### src/rtl/uart_pkg.sv
// Shared UART types and line-level constants for the transmitter and receiver.
package uart_pkg;

    localparam int   UART_DATA_BITS = 8;
    localparam logic UART_START_LVL = 1'b0;
    localparam logic UART_STOP_LVL  = 1'b1;
    localparam logic UART_IDLE_LVL  = 1'b1;

    typedef enum logic [2:0] {
        IDLE,
        START,
        DATA,
        PARITY,
        STOP
    } tx_state_e;

endpackage

### src/rtl/uart_tx_if.sv
// Byte handshake between upstream logic and the UART transmitter.
interface uart_tx_if;
    import uart_pkg::*;

    logic [UART_DATA_BITS-1:0] tx_data;
    logic                      tx_valid;
    logic                      tx_ready;

    modport master (output tx_data, output tx_valid, input  tx_ready);
    modport slave  (input  tx_data, input  tx_valid, output tx_ready);
endinterface

### src/rtl/uart_baud_tick.sv
// Bit-period counter: counts 0..CLKS_PER_BIT-1 and flags the last cycle of each bit.
module uart_baud_tick #(
    parameter int CLKS_PER_BIT = 868
) (
    input  logic clk,
    input  logic rst,
    input  logic clear,
    output logic bit_end
);
    localparam int CW = (CLKS_PER_BIT > 1) ? $clog2(CLKS_PER_BIT) : 1;
    localparam logic [CW-1:0] LAST = CW'(CLKS_PER_BIT - 1);

    logic [CW-1:0] cnt;

    always_ff @(posedge clk) begin
        if (rst || clear) begin
            cnt <= '0;
        end else if (cnt == LAST) begin
            cnt <= '0;
        end else begin
            cnt <= cnt + CW'(1);
        end
    end

    assign bit_end = (cnt == LAST);
endmodule

### src/rtl/uart_tx.sv
// UART transmitter: start, 8 data bits LSB-first, optional even parity, stop.
// Parity bit is present only when UART_TX_PARITY_EN is defined (define it to pair with the parity-checking receiver).
//
// state  | meaning
// IDLE   | line high, ready for a byte
// START  | driving start bit
// DATA   | shifting out data bits LSB-first
// PARITY | driving even parity bit
// STOP   | driving stop bit; done_t fires on exit
module uart_tx
    import uart_pkg::*;
#(
    parameter int CLKS_PER_BIT = 868,
    parameter int DATA_BITS    = UART_DATA_BITS
) (
    input  logic     clk,
    input  logic     rst,
    uart_tx_if.slave bus,
    output logic     tx,
    output logic     busy,
    output logic     done_t
);
    localparam int BW = $clog2(DATA_BITS);
    localparam logic [BW-1:0] LAST_BIT = BW'(DATA_BITS - 1);

    tx_state_e            state;
    logic [BW-1:0]        bit_cnt;
    logic [DATA_BITS-1:0] shift_q;
    logic                 ready_q;
    logic                 bit_end;
`ifdef UART_TX_PARITY_EN
    logic                 parity_q;
`endif

    // Holding the counter clear in IDLE makes it start at zero on START entry;
    // every later transition happens on bit_end, where it wraps to zero anyway.
    uart_baud_tick #(.CLKS_PER_BIT(CLKS_PER_BIT)) u_baud (
        .clk     (clk),
        .rst     (rst),
        .clear   (state == IDLE),
        .bit_end (bit_end)
    );

    assign bus.tx_ready = ready_q;

    always_ff @(posedge clk) begin
        if (rst) begin
            state    <= IDLE;
            bit_cnt  <= '0;
            shift_q  <= '0;
            tx       <= UART_IDLE_LVL;
            ready_q  <= 1'b1;
            busy     <= 1'b0;
            done_t   <= 1'b0;
`ifdef UART_TX_PARITY_EN
            parity_q <= 1'b0;
`endif
        end else begin
            done_t <= 1'b0;
            case (state)
                IDLE: begin
                    if (bus.tx_valid && ready_q) begin
                        shift_q  <= bus.tx_data;
`ifdef UART_TX_PARITY_EN
                        parity_q <= ^bus.tx_data;
`endif
                        state    <= START;
                        tx       <= UART_START_LVL;
                        ready_q  <= 1'b0;
                        busy     <= 1'b1;
                    end else begin
                        tx      <= UART_IDLE_LVL;
                        ready_q <= 1'b1;
                        busy    <= 1'b0;
                    end
                end
                START: begin
                    if (bit_end) begin
                        state   <= DATA;
                        bit_cnt <= '0;
                        tx      <= shift_q[0];
                    end
                end
                DATA: begin
                    if (bit_end) begin
                        shift_q <= shift_q >> 1;
                        if (bit_cnt == LAST_BIT) begin
`ifdef UART_TX_PARITY_EN
                            state <= PARITY;
                            tx    <= parity_q;
`else
                            state <= STOP;
                            tx    <= UART_STOP_LVL;
`endif
                        end else begin
                            bit_cnt <= bit_cnt + BW'(1);
                            tx      <= shift_q[1];
                        end
                    end
                end
`ifdef UART_TX_PARITY_EN
                PARITY: begin
                    if (bit_end) begin
                        state <= STOP;
                        tx    <= UART_STOP_LVL;
                    end
                end
`endif
                STOP: begin
                    if (bit_end) begin
                        state   <= IDLE;
                        bit_cnt <= '0;
                        tx      <= UART_IDLE_LVL;
                        ready_q <= 1'b1;
                        busy    <= 1'b0;
                        done_t  <= 1'b1;
                    end
                end
                default: begin
                    state   <= IDLE;
                    tx      <= UART_IDLE_LVL;
                    ready_q <= 1'b1;
                    busy    <= 1'b0;
                end
            endcase
        end
    end
endmodule

### src/flat_wrapper.sv
// flat-port wrapper written by rule: the top's interface ports become plain ports
module uart_tx_flat import uart_pkg::*;
#(
    parameter int CLKS_PER_BIT = 868,
    parameter int DATA_BITS    = UART_DATA_BITS
)
  (clk, rst, tx, busy, done_t, bus_tx_data, bus_tx_valid, bus_tx_ready);
  uart_tx_if bus_i ();
  input  logic clk;
  input  logic rst;
  output logic tx;
  output logic busy;
  output logic done_t;
  input wire logic [$bits(bus_i.tx_data)-1:0] bus_tx_data;
  input wire logic [$bits(bus_i.tx_valid)-1:0] bus_tx_valid;
  output wire logic [$bits(bus_i.tx_ready)-1:0] bus_tx_ready;
  assign bus_i.tx_data = bus_tx_data;
  assign bus_i.tx_valid = bus_tx_valid;
  assign bus_tx_ready = bus_i.tx_ready;
  uart_tx #(.CLKS_PER_BIT(CLKS_PER_BIT), .DATA_BITS(DATA_BITS)) u_core (.clk(clk), .rst(rst), .bus(bus_i), .tx(tx), .busy(busy), .done_t(done_t));
endmodule
### config.mk
export PLATFORM = sky130hd
export DESIGN_NAME = uart_tx_flat
export DESIGN_NICKNAME = d
export VERILOG_FILES = /design/src/rtl/uart_pkg.sv /design/src/rtl/uart_tx_if.sv /design/src/rtl/uart_baud_tick.sv /design/src/rtl/uart_tx.sv /design/src/flat_wrapper.sv
export SDC_FILE = /design/constraint.sdc
export NUM_CORES = 1
export LEC_CHECK = 0
export ABC_AREA = 0
export CORE_UTILIZATION = 55
export DETAILED_ROUTE_END_ITERATION = 8
export MAX_ROUTING_LAYER = met4
export PLACE_DENSITY = 0.87
export SYNTH_ARGS = -nofsm -noshare
export SYNTH_HDL_FRONTEND = slang
export SYNTH_SLANG_ARGS = --single-unit
### constraint.sdc
create_clock -name clk -period 2.2 [get_ports clk]
set_clock_uncertainty 0.15 [all_clocks]
set_input_delay 0.22 -clock clk [delete_from_list [all_inputs] [get_ports clk]]
set_output_delay 0.22 -clock clk [all_outputs]
set_load 0.02 [all_outputs]
## Word-level counts from Yosys, hierarchy flattened

Index checks and enable logic that the tools add are counted.

- Bitwise logic cells: 2
- Reductions and logical operators: 14
- Equality and inequality tests: 12
- Add/subtract/negate cells: 2
- Mux-type cells: 23

Operator list:

| operator | count |
|---|---|
| two-way mux 3 bit | 7 |
| two-way mux 8 bit | 2 |
| one-hot mux 8 bit (2 select lines) | 1 |
| inequality test 2 x 1 -> 1 bit (second input constant) | 6 |
| one-hot mux 3 bit (4 select lines) | 1 |
| adder 10 x 1 -> 10 bit (second input constant) | 1 |
| == test 10 bit (second input constant) | 1 |
| two-way mux 1 bit | 8 |
| OR reduction 2 bit | 4 |
| == test 3 bit (second input constant) | 2 |
| one-hot mux 1 bit (3 select lines) | 2 |
| one-hot mux 3 bit (2 select lines) | 1 |
| AND reduction 3 bit | 2 |
| AND reduction 5 bit | 1 |
| one-hot mux 1 bit (4 select lines) | 1 |
| AND reduction 4 bit | 1 |
| nonzero test 2 bit | 2 |
| adder 3 x 1 -> 3 bit (second input constant) | 1 |
| == test 3 x 1 -> 1 bit (second input constant) | 1 |
| == test 3 x 2 -> 1 bit (second input constant) | 1 |
| logical NOT 3 bit | 1 |
| inequality test 2 bit (second input constant) | 1 |
| inverter 1 bit | 2 |
| AND reduction 2 bit | 1 |
| 2 further kinds | 2 |

- Output and inout port bits: 4
- Input bits: 11
- Register bits: 28

## Logic depth before layout (Yosys ltp)

- Depth in word-level cells: 4
- Depth in mapped cells: 6
- Mapped depth without buffers: 5

## Cells and area by module

Synthesis repeated with hierarchy kept, for this count alone.

- Cells, all modules: 165
- Area, all modules: 1400.1 um2

By module, submodules not included:

| module | times used | area an instance (um2) | cells each | sequential area each (um2) |
|---|---|---|---|---|
| uart_tx | 1 | 945.9 | 112 | 360.3 |
| uart_baud_tick | 1 | 454.2 | 53 | 200.2 |

## Worst setup path before layout

Ideal clock, no wire load.

- Kind: reg2reg
- Start: reg u_core.u_baud.cnt[0]
- End: reg u_core.bit_cnt[0]
- Library setup time: 72 ps
- Path slack: 266 ps
- Cell stages (with the launch flop): 6
- Arrival time: 1712 ps
- Required time: 1978 ps
- Buffers on the path: 0
- Cells stage by stage: dfxtp_1 > ha_1 > or3b_4 > or3_4 > a21oi_4 > mux2i_1

- Longest elaborated chain between the ends: 3
- Elaborated cells between the ends (all ways): 4

Ends and longest elaborated chain:

| element | line | RTL |
|---|---|---|
| start: declaration | uart_baud_tick.sv:13 | `logic [CW-1:0] cnt;` |
| start signal: assignment | uart_baud_tick.sv:21 | `cnt <= cnt + CW'(1);` |
| == test 10 bit * | uart_baud_tick.sv:25 | `assign bit_end = (cnt == LAST);` |
| inequality test 2 x 1 -> 1 bit (no line) | -- |  |
| AND reduction 4 bit (no line) * | -- |  |
| end signal: assignment | uart_tx.sv:96 | `bit_cnt <= bit_cnt + BW'(1);` |
| end: declaration | uart_tx.sv:27 | `logic [BW-1:0] bit_cnt;` |

Mark *: on every way between the ends. The rest lies on a longest branch, timed or not.
A chain may end at the register's enable or synchronous reset.

## Worst setup path after layout

- Start: reg u_core.u_baud.cnt[0]
- End: reg u_core.bit_cnt[2]

The elaborated chain is that of the path after synthesis.

==> impl_metrics.json <==
{
  "status": "finished, final reports clean",
  "routed_via_density": 6.00,
  "antenna_found_initial": 0,
  "rrSetupSlack_ns": 0.20,
  "synth.distinct_cells": 42,
  "final_hold_viol_count": 0,
  "synth_cells": 151,
  "n_fill_cell": 175,
  "worstSetupEndpoint": "u_core.bit_cnt[2]",
  "maxSlewViolCount": 0,
  "tightestPinTransition_ns": 0.425,
  "via_count": 1188,
  "crit_fanout": 5,
  "rsz0062_at_grt": "no",
  "cts_buffer_depth": 2,
  "layout_commonest_cell": "dfxtp_1",
  "cts_htree_levels": 1,
  "die_w_um": 52.8,
  "cts-buffers-inserted": 3,
  "first_pass_iters": 4,
  "avgSynthCellArea_sq_um": 9.39,
  "path_class": "reg -> reg",
  "wl_um": 2860,
  "fin_crit_ns": 2.00,
  "grt_overflow": 0,
  "ys_warn_count": 0,
  "postCtsHoldBufs": 0,
  "fin_total_pwr_mw": 1.01,
  "hpwlAfterDp_um": 2080,
  "p_leak_nw": 0.574,
  "yosysSeqAreaShare": 0.395,
  "first_global_vias": 1120,
  "critPathLaunchType": "flip-flop",
  "fin_util": 0.677,
  "r2r_cells": 5,
  "r2r-start": "u_core.u_baud.cnt[0]",
  "seq_area_sq_um": 561,
  "grt_start_max_net_pins": 17,
  "area_growth_pct": 17.2,
  "hold_path.class": "reg -> reg",
  "fmax_ghz": 0.500,
  "critPathCaptureType": "flip-flop",
  "layout_common_cells": "dfxtp_1, nor2_1, clkdlybuf4s50_1, mux2i_1, nor3_1",
  "synth_fp_nets": 165,
  "final_antenna_net_count": 0,
  "post_cts_buffers": 0,
  "core-area_sq_um": 2450,
  "design.portCount": 15,
  "cts_resized": 0,
  "setup_viol": 0,
  "num_rows": 18,
  "clk_latency_ns": 0.33,
  "cp.arrival_ns": 2.11,
  "ys_ff_latch": 28,
  "synth_area_sq_um": 1420,
  "required_ns": 2.31,
  "final.setup.worst_slack_ns": 0.200,
  "critPathLaunch": "u_core.u_baud.cnt[0]",
  "clk_pin_slew_worst_paths_ns": 0.15,
  "root_buffer": "clkbuf_4",
  "grt_pass1_wl_um": 4680,
  "maxCapViolations": 0,
  "clock-sinks": 28,
  "first_iter_violations": 26,
  "diodes": 0,
  "slew_headroom": 0.714,
  "die_area_sq_um": 2780,
  "wl_per_cell_um": 14.4,
  "cts_tree": "built",
  "grt_usage": 0.233,
  "fin_crit_sh": 0.909,
  "reg2reg_to": "u_core.bit_cnt[2]",
  "vdd_drop_max_uv": 414,
  "pre_cts_ws_ns": 0.221,
  "die_h_um": 52.8,
  "drive_above_1_share": 0.113,
  "place.gp.congestion": 0.820,
  "portBuffers": 14,
  "start_util": 0.577,
  "pwr_density_cell_nw_per_um2": 608,
  "fin_nets": 183,
  "multi_input_area_sq_um": 822,
  "setup_tns_ns": 0,
  "drc": 0
}
==> report_power, final <==
| part | total, mW | internal [mW] | leakage (nW) | switching [mW] |
|---|---|---|---|---|
| registers | 0.546 | 0.529 | 0.228 | 0.0163 |
| clock network | 0.339 | 0.184 | 0.0279 | 0.155 |
| logic | 0.125 | 0.0630 | 0.318 | 0.0618 |
==> cells by family (layout without fill, tap and decap cells) <==
kind of cell	after synthesis	in the layout	share of synthesized area
xor gates and xnor gates	9	9	0.0556
muxes	11	11	0.0777
and+or+nand+nor	62	62	0.265
DFF	28	28	0.395
buffers and inverters	9	26	0.0247
AOI/OAI and AO/OA	29	29	0.155
adders and majority gates	3	3	0.0265
==> Yosys cell counts (all sizes together) <==
cell,number,share of area
or2,1,0.0044
clkbuf,3,0.0079
a21boi,1,0.0053
a211o,1,0.0062
nor3,11,0.047
o22ai,1,0.0044
or3b,2,0.014
o21a,2,0.011
ha,3,0.026
a41o,1,0.0071
o21bai,1,0.0053
o32a,1,0.0079
a211oi,9,0.048
a21oi,8,0.039
inv,3,0.0079
o21ai,1,0.0035
or3,2,0.012
a2bb2oi,1,0.0062
a2111oi,1,0.0062
nor4,3,0.024
nand3b,2,0.011
mux2i,11,0.078
nand4bb,2,0.027
nand2,8,0.021
xor2,3,0.019
nand4b,1,0.0062
dfxtp,28,0.40
nor3b,1,0.0053
nand2b,6,0.026
nor2,17,0.045
nand3,6,0.021
buf,3,0.0088
o32ai,1,0.0062
xnor2,6,0.037
==> worst max-delay path, stage by stage (launching register included) <==
cell and delay (ns):
dfxtp_1 0.41, ha_1 0.17, or3b_4 0.42, or3_4 0.38, a21oi_4 0.18, mux2i_1 0.22
==> flip-flops by register name, summed over array words and instances, names as in the netlist <==
name / cells
u_core.tx: 1
u_core.state: 3
u_core.shift_q: 8
u_core.bit_cnt: 3
u_core.done_t: 1
u_core.busy: 1
u_core.bus.tx_ready: 1
u_core.u_baud.cnt: 10
==> routing by layer <==
metal  up-vias  global-route usage  routed length, um
met5         -                   -                  0
met1       561               0.273               1290
met4         0               0.101                 57
li1        585                   -                  -
met3         8              0.0319                102
met2        34               0.395               1410
==> how the worst min path moves through the flow <==
| stage | start | endpoint | depth (start not counted) |
|---|---|---|---|
| 2_1_floorplan | u_core.u_baud.cnt[0] | u_core.u_baud.cnt[0] | 1 |
| 3_3_place_gp | u_core.u_baud.cnt[0] | u_core.u_baud.cnt[0] | 1 |
| 3_5_place_dp | u_core.u_baud.cnt[0] | u_core.u_baud.cnt[0] | 1 |
| 4_1_cts | u_core.u_baud.cnt[0] | u_core.u_baud.cnt[0] | 1 |
| 5_1_grt | bus_tx_data[2] | u_core.shift_q[2] | 3 |
| 6_report | u_core.u_baud.cnt[0] | u_core.u_baud.cnt[0] | 1 |
==> layout make-up <==
class                      count  area share
tap                           30      0.0226
sequential                    28       0.337
clock buffer                   3      0.0136
timing repair buffer          19       0.107
multi-input combinational    114       0.495
clock inverter                 1      0.0181
inverter                       3     0.00678
==> per-stage QoR <==
stage / instance area (sq um) / instances / hold WS [ns]
global route: 1660 / 198 / 0.380
CTS: 1660 / 198 / 0.357
floorplan: 1420 / 151 / 0.280
finish: 1660 / 198 / 0.344
global placement: 1610 / 194 / 0.295
detailed placement: 1610 / 194 / 0.324
Power figures use the tool's default switching activity.
